$ cat src/rtl/key_pulse_tx_pkg.sv
// Shared definitions for the key pulse transmitter: FSM encoding, idle pin level,
// and the millisecond-to-cycles helper also used by the receive-side debouncer.
package key_pulse_tx_pkg;

  typedef enum logic [1:0] {
    ST_IDLE = 2'd0,
    ST_LOW  = 2'd1,
    ST_GAP  = 2'd2,
    ST_FIN  = 2'd3
  } state_t;

  localparam logic KEY_IDLE = 1'b1;

  function automatic int unsigned ms_cyc(input int unsigned clk_freq);
    return clk_freq / 1000;
  endfunction

endpackage

$ cat src/rtl/key_pulse_tx_cycle_timer.sv
// Loadable one-shot down-counter; o_expire is high in the last cycle of a loaded interval.
// Load wins over clear; an idle (zero) counter never expires.
module key_pulse_tx_cycle_timer (
  input  logic        clk_i,
  input  logic        rst_i,
  input  logic        i_load,
  input  logic [31:0] i_load_val,
  input  logic        i_clear,
  output logic        o_expire
);

  logic [31:0] r_cnt;

  always_ff @(posedge clk_i) begin
    if (rst_i) begin
      r_cnt <= '0;
    end else if (i_load) begin
      r_cnt <= i_load_val;
    end else if (i_clear) begin
      r_cnt <= '0;
    end else if (r_cnt != '0) begin
      r_cnt <= r_cnt - 32'd1;
    end
  end

  // A load of N gives N cycles of count N..1, expiring on the cycle holding 1.
  assign o_expire = (r_cnt == 32'd1);

endmodule

$ cat src/rtl/key_pulse_tx.sv
// Bursts of N active-low key pulses (LOW_CYC low, GAP_CYC high each); 1-cycle accept latency.
// Requests while busy are dropped; abort releases the pin on the next edge without done.
module key_pulse_tx
  import key_pulse_tx_pkg::*;
#(
  parameter int unsigned CLK_FREQ = 100000000,
  parameter int unsigned LOW_MS   = 30,
  parameter int unsigned GAP_MS   = 30,
  parameter int unsigned CNT_W    = 8
) (
  input  logic             clk_i,
  input  logic             rst_i,
  input  logic             req_i,
  input  logic [CNT_W-1:0] count_i,
  input  logic             abort_i,
  output logic             key_o,
  output logic             busy_o,
  output logic             done_o
);

  localparam logic [31:0] LOW_CYC = 32'(ms_cyc(CLK_FREQ) * LOW_MS);
  localparam logic [31:0] GAP_CYC = 32'(ms_cyc(CLK_FREQ) * GAP_MS);

  state_t           r_state;
  state_t           w_state_nxt;
  logic [CNT_W-1:0] r_rem;
  logic             r_key;
  logic             r_busy;
  logic             r_done;
  logic             w_load;
  logic [31:0]      w_load_val;
  logic             w_clear;
  logic             w_latch;
  logic             w_dec;
  logic             w_expire;
  logic             w_key_nxt;
  logic             w_busy_nxt;
  logic             w_done_nxt;

  key_pulse_tx_cycle_timer u_timer (
    .clk_i      (clk_i),
    .rst_i      (rst_i),
    .i_load     (w_load),
    .i_load_val (w_load_val),
    .i_clear    (w_clear),
    .o_expire   (w_expire)
  );

  always_ff @(posedge clk_i) begin
    if (rst_i) begin
      r_state <= ST_IDLE;
    end else begin
      r_state <= w_state_nxt;
    end
  end

  // Abort is checked before timer expiry so it wins a same-cycle collision.
  always_comb begin
    w_state_nxt = r_state;
    w_load      = 1'b0;
    w_load_val  = LOW_CYC;
    w_clear     = 1'b0;
    w_latch     = 1'b0;
    w_dec       = 1'b0;
    case (r_state)
      ST_IDLE: begin
        if (req_i && !abort_i) begin
          if (count_i != '0) begin
            w_state_nxt = ST_LOW;
            w_load      = 1'b1;
            w_latch     = 1'b1;
          end else begin
            w_state_nxt = ST_FIN;
          end
        end
      end
      ST_LOW: begin
        if (abort_i) begin
          w_state_nxt = ST_IDLE;
          w_clear     = 1'b1;
        end else if (w_expire) begin
          w_state_nxt = ST_GAP;
          w_load      = 1'b1;
          w_load_val  = GAP_CYC;
          w_dec       = 1'b1;
        end
      end
      ST_GAP: begin
        if (abort_i) begin
          w_state_nxt = ST_IDLE;
          w_clear     = 1'b1;
        end else if (w_expire) begin
          if (r_rem != '0) begin
            w_state_nxt = ST_LOW;
            w_load      = 1'b1;
          end else begin
            w_state_nxt = ST_FIN;
          end
        end
      end
      default: w_state_nxt = ST_IDLE;
    endcase
  end

  always_comb begin
    w_key_nxt  = (w_state_nxt == ST_LOW) ? ~KEY_IDLE : KEY_IDLE;
    w_busy_nxt = (w_state_nxt == ST_LOW) || (w_state_nxt == ST_GAP);
    w_done_nxt = (w_state_nxt == ST_FIN);
  end

  // Outputs are registered from the next state so the pad sees a clean flop.
  always_ff @(posedge clk_i) begin
    if (rst_i) begin
      r_key  <= KEY_IDLE;
      r_busy <= 1'b0;
      r_done <= 1'b0;
      r_rem  <= '0;
    end else begin
      r_key  <= w_key_nxt;
      r_busy <= w_busy_nxt;
      r_done <= w_done_nxt;
      if (w_latch) begin
        r_rem <= count_i;
      end else if (w_clear) begin
        r_rem <= '0;
      end else if (w_dec && (r_rem != '0)) begin
        r_rem <= r_rem - 1'b1;
      end
    end
  end

  assign key_o  = r_key;
  assign busy_o = r_busy;
  assign done_o = r_done;

endmodule
$ cat config.mk
export PLATFORM = sky130hd
export DESIGN_NAME = key_pulse_tx
export DESIGN_NICKNAME = d
export VERILOG_FILES = /design/src/rtl/key_pulse_tx_pkg.sv /design/src/rtl/key_pulse_tx_cycle_timer.sv /design/src/rtl/key_pulse_tx.sv
export SDC_FILE = /design/constraint.sdc
export NUM_CORES = 1
export LEC_CHECK = 0
export ABC_AREA = 1
export CELL_PAD_IN_SITES_DETAIL_PLACEMENT = 1
export CELL_PAD_IN_SITES_GLOBAL_PLACEMENT = 1
export CORE_ASPECT_RATIO = 2
export CORE_UTILIZATION = 25
export DETAILED_ROUTE_END_ITERATION = 8
export PLACE_DENSITY = 0.57
export SLEW_MARGIN = 30
export SYNTH_ARGS = -nofsm -noshare
export SYNTH_HDL_FRONTEND = slang
export SYNTH_SLANG_ARGS = --single-unit
$ cat constraint.sdc
create_clock -name clk_i -period 2.3 [get_ports clk_i]
set_input_delay 0.46 -clock clk_i [delete_from_list [all_inputs] [get_ports clk_i]]
set_output_delay 0.46 -clock clk_i [all_outputs]
set_load 0.03 [all_outputs]
# == Word-level counts from Yosys, hierarchy flattened ==
# Cells that the tools add are included.
# W data, S select, Z words.
# word_totals
regBits,45
in_bits,12
out_inout_bits,3
elab_cells,54
# classes
add_sub_neg,2
eq_ne,6
n_mux,27
reduce_logical,12
# ops
operator,count
$mux W22,3
$eq A32 B1 Y1 const B,1
$reduce_bool A32 Y1,1
$sub A32 B1 Y32 const B,1
$mux W8,3
$reduce_bool A8 Y1,2
$mux W2,7
$mux W1,12
$sub A8 B1 Y8 const B,1
$eq A2 B2 Y1 const B,3
$pmux W2 S3,1
$reduce_bool A3 Y1,2
$eq A2 B1 Y1 const B,2
$pmux W1 S3,1
$reduce_or A3 Y1,1
$logic_and A1 B1 Y1,2
$logic_not A2 Y1,1
$reduce_or A2 Y1,1
$logic_not A1 Y1,1
$logic_or A1 B1 Y1,1

# == Depth between registers and ports, before layout ==
# logic_depth
word_depth,8
depth_mapped,16

# == Cells and area by module ==
# A second synthesis with hierarchy kept.
# hier_totals
hier_cells,551
area_unflattened_um2,3487.1
# modules_own_cells
module,n_inst,cells_per_inst,area_each_um2,seq_area_each_um2
key_pulse_tx_cycle_timer,1,386,2447.3,640.6
key_pulse_tx,1,165,1039.7,260.2

# == Least setup slack after synthesis ==
# No wires, ideal clock.
# synth_timing
path_kind,register -> register
start,register u_timer.r_cnt[12]
end,register r_busy (netlist: busy_o)
t_arrival_ps,1580
t_required_ps,2234
path_slack_ps,653
stages_incl_launch_ff,13
path_buffers,0
synth_period_minus_slack_ps,1647
cell_sequence,dfxtp_1 nor2_2 nand2_2 nor2_4 nand2_2 nor2_4 o21ai_0 nand2_1 nand2_1 nand2_1 inv_1 ha_1 nor2_1
# synth_between
elab_chain_len,6
word_cells_on_any_way,9
classes_between,3 x eq/ne; 5 x mux; 1 x reduce/logical
# synth_lines
element,line,source
start: declaration,key_pulse_tx_cycle_timer.sv:12,logic [31:0] r_cnt;
start signal: assignment,key_pulse_tx_cycle_timer.sv:18,r_cnt <= i_load_val;
start signal: assignment,key_pulse_tx_cycle_timer.sv:22,r_cnt <= r_cnt - 32'd1;
$eq A32 B1 Y1 (*),key_pulse_tx_cycle_timer.sv:27,assign o_expire = (r_cnt == 32'd1);
"$mux W2, on equally long branches","key_pulse_tx.sv:92, key_pulse_tx.sv:81",
"$mux W2, on equally long branches","key_pulse_tx.sv:89, key_pulse_tx.sv:78",
$pmux W2 S3 (*),key_pulse_tx.sv:65,case (r_state)
net w_state_nxt[0],key_pulse_tx.sv:25,state_t w_state_nxt;
$eq A2 B1 Y1 or $eq A2 B2 Y1 (tied branches),key_pulse_tx.sv:107,w_busy_nxt = (w_state_nxt == ST_LOW) || (w_state_nxt == ST_GAP);
$logic_or A1 B1 Y1 (*),key_pulse_tx.sv:107,
end signal: assignment,key_pulse_tx.sv:120,r_busy <= w_busy_nxt;
end: declaration,key_pulse_tx.sv:28,logic r_busy;
# Mark *: on every way through the listed nets, which the timed path passes. The rest lies on a longest branch.
# A chain may end at the register's enable or synchronous reset.

# == Final worst setup path ==
# layout_timing
start,register u_timer.r_cnt[22]
end,register r_rem[2]
# layout_between
elab_chain_len,6
# layout_lines
element,line,source
$eq A32 B1 Y1,key_pulse_tx_cycle_timer.sv:27,
$mux W1,key_pulse_tx.sv:81,end else if (w_expire) begin
$mux W1,key_pulse_tx.sv:78,if (abort_i) begin
$mux W1,key_pulse_tx.sv:65,
$logic_and A1 B1 Y1,key_pulse_tx.sv:126,end else if (w_dec && (r_rem != '0)) begin
$reduce_bool A3 Y1 (no source line),--,
end signal: assignment,key_pulse_tx.sv:123,r_rem <= count_i;
end signal: assignment,key_pulse_tx.sv:127,r_rem <= r_rem - 1'b1;
end: declaration,key_pulse_tx.sv:26,logic [CNT_W-1:0] r_rem;
# No other way between the ends.

==> flow_metrics.env <==
export IMPL_synth_area_leader_cell="dfxtp_1"
export IMPL_dpl_hpwl_mm=7.38
export IMPL_fin_area_sq_um=3320
export IMPL_slew_headroom=0.610
export IMPL_drt_total_wl_mm=8.92
export IMPL_drcViolationCount=0
export IMPL_synth_seq_cells=45
export IMPL_num_vias=2735
export IMPL_syn_instance_count=425
export IMPL_period_share=0.887
export IMPL_grt_pass1_wl_mm=14.3
export IMPL_status="completed"
export IMPL_rsz0062_at_grt="no"
export IMPL_finalPower_mw=4.38
export IMPL_synth_area_top_cells="dfxtp_1, nor2_1, nand2_1"
export IMPL_yosysWarningCount=0
export IMPL_vias_per_cell=4.60
export IMPL_htree_levels=2
export IMPL_die_x_um=76.9
export IMPL_start_util=0.258
export IMPL_dieArea_sq_um=11700
export IMPL_synth_compound_area_frac=0.0652
export IMPL_place_area_sq_um=3180
export IMPL_setup_viol=0
export IMPL_finalMaxSlewViolations=0
export IMPL_cap_violations=0
export IMPL_cts_resized=0
export IMPL_cp_start_kind="flip-flop"
export IMPL_antennaDiodeCount=0
export IMPL_cp_arrival_ps=2230
export IMPL_cts_hold_buf=0
export IMPL_cp_end_kind="flip-flop"
export IMPL_cts_sinks=45
export IMPL_seq_area_sq_um=901
export IMPL_clock_tree_root_cell="clkbuf_16"
export IMPL_path_cells="nor2_1 -> nand2_1 -> nor2_1 -> nand2_2 -> nor2_4 -> nand4_1 -> nand2_2 -> inv_1 -> nor2_1 -> nor2_1"
export IMPL_synth_seq_area_share=0.322
export IMPL_first_iter_violations=81
export IMPL_path_max_fanout=9
export IMPL_yosys_area_share_xor_xnor=0.0782
export IMPL_globalplace_congestion=0.815
export IMPL_cts_tree="yes"
export IMPL_fill_cells=1379
export IMPL_synth_area_sq_um=2800
export IMPL_yosys_area_share_simple=0.414
export IMPL_grt_max_degree=23
export IMPL_clockBufferDepth=2
export IMPL_die_h_um=152
export IMPL_core_sq_um=10900
export IMPL_grt_ovfl_total=0
export IMPL_pin_count=15
export IMPL_stdcell_count=595
export IMPL_area_growth_syn_to_layout_pct=18.6
export IMPL_fmax_mhz=490
export IMPL_post_cts_setup_buffers=0
export IMPL_muxShareOfSynthArea=0
export IMPL_dp_cells=588
export IMPL_synth_top_family_by_area="simple AND/OR/NAND/NOR gates"
export IMPL_ant_nets=0
export IMPL_setup_tns_ps=0
export IMPL_crit_required_ps=2490
export IMPL_antenna_found_initial=0
export IMPL_power_leakage_nw=1.54
export IMPL_synth_cell_types=24
export IMPL_syn_num_nets=448
export IMPL_r2r_slack_ps=260
export IMPL_first_global_vias=2916
export IMPL_worstSetupPathType="flip-flop to flip-flop"
export IMPL_slowest_delay_ps=340
export IMPL_track_usage=0.165
export IMPL_postLayoutCoreUtil=0.305
export IMPL_port_buffers=14
export IMPL_cp_slowest_cell="dfxtp_1"
export IMPL_synthAdderAreaFrac=0.0491
export IMPL_worstMarginPinSlew_ps=585
export IMPL_layout_drive_gt1_share=0.105
export IMPL_hold_path_class="flip-flop to flip-flop"
export IMPL_syn_avg_cell_area_sq_um=6.59
export IMPL_clk_pin_slew_worst_paths_ps=60
export IMPL_skew_ps=7.35
export IMPL_synth_top_area_frac=0.322
export IMPL_power_density_nw_per_um2=1320
export IMPL_period_minus_slack_ps=2040
export IMPL_multiInputGateArea_sq_um=1700
export IMPL_nNetsFinal=478
export IMPL_drt_wirelength_per_cell_um=15.0
export IMPL_hold_viol=0
export IMPL_cts_buffers=5
export IMPL_dr_pass1_iters=4
export IMPL_worst_path_most_repeated_cell="nor2_1"
export IMPL_clock_latency_ps=290
export IMPL_ir_drop_v=0.000309
export IMPL_fp_row_count=54
export IMPL_critPathBufInv=1
export IMPL_critical_path_top_delay_family="simple AND/OR/NAND/NOR gates"
[report_power, final]
group          switching (mW)  internal [mW]  leakage [nW]
Clock                   0.302          0.427        0.0700
Sequential              0.225          0.978         0.369
Combinational            1.58          0.866          1.10
[worst reg2reg max path: stages, from the launching register on]
cell and delay [ps]:
dfxtp_1 340, nor2_1 180, nand2_1 90, nor2_1 220, nand2_2 150, nor2_4 210
nand4_1 190, nand2_2 210, inv_1 170, nor2_1 140, nor2_1 50
[flip-flops by register name, summed over array words and instances, names as in the netlist]
register       cells
busy_o             1
r_state            2
u_timer.r_cnt     32
key_o              1
r_rem              8
done_o             1
[final timing paths]
path	start	end	cells past startpoint
min	r_rem[3]	r_rem[3]	2
min reg2reg	r_rem[3]	r_rem[3]	2
max reg2reg	u_timer.r_cnt[22]	r_rem[2]	10
max	u_timer.r_cnt[22]	r_rem[2]	10
[cell usage after synthesis]
| cell | n |
|---|---|
| o21bai_1 | 2 |
| xor2_1 | 15 |
| dfxtp_1 | 45 |
| nand3b_1 | 2 |
| nand2_2 | 5 |
| nand3_1 | 24 |
| nor3_1 | 9 |
| inv_1 | 45 |
| nor2_1 | 101 |
| buf_8 | 1 |
| clkbuf_1 | 2 |
| or2_2 | 1 |
| o21ai_0 | 18 |
| o211ai_1 | 1 |
| nand4_1 | 13 |
| nand2_1 | 82 |
| a21oi_1 | 14 |
| xnor2_1 | 10 |
| nor2_4 | 3 |
| nor2_2 | 17 |
| buf_6 | 1 |
| nand2_4 | 2 |
| ha_1 | 11 |
| nand3_2 | 1 |
[layout by cell type (no fill, tap or decap)]
| cell | instances |
|---|---|
| nor2_1 | 101 |
| nand2_1 | 82 |
| inv_1 | 45 |
| dfxtp_1 | 45 |
| nand3_1 | 24 |
| o21ai_0 | 18 |
| nor2_2 | 17 |
| xor2_1 | 15 |
| a21oi_1 | 14 |
| clkdlybuf4s50_1 | 14 |
| nand4_1 | 13 |
| buf_4 | 13 |
| ha_1 | 11 |
| xnor2_1 | 10 |
| nor3_1 | 9 |
| nand2_2 | 5 |
| clkbuf_16 | 5 |
| nor2_4 | 3 |
| nand2_4 | 2 |
| o21bai_1 | 2 |
| nand3b_1 | 2 |
| o211ai_1 | 1 |
| nand3_2 | 1 |
| or2_2 | 1 |
| clkbuf_8 | 1 |
| clkbuf_1 | 1 |
[area by class of cell]
class                      instances  share of cell area
sequential                        45               0.271
timing repair buffer              27              0.0715
multi-input combinational        331               0.511
inverter                          45              0.0508
tap                              140              0.0527
clock buffer                       7              0.0429
[layer usage]
| metal | vias to the layer above | routed length [um] | track usage |
|---|---|---|---|
| met1 | 1294 | 2930 | 0.131 |
| met2 | 28 | 5510 | 0.367 |
| met4 | 0 | 363 | 0.0933 |
| li1 | 1395 | - | - |
| met5 | - | 0 | 0 |
| met3 | 18 | 110 | 0.0162 |
[cells by family after synthesis]
group / count (synthesis)
AND/OR/NAND/NOR: 260
buffers and inverters: 49
flip-flops: 45
AO/OA/AOI/OAI: 35
XOR/XNOR: 25
adder cells (fa/ha/maj): 11
[metrics by stage]
stage / setup slack, ps / hold slack [ps]
after detailed placement: 23.1 / 517
after global routing: 9.04 / 549
after floorplan: 653 / 476
final: 259 / 531
after CTS: 188 / 537
after global placement: 145 / 494
No activity file was read; power rests on OpenSTA's default activity.
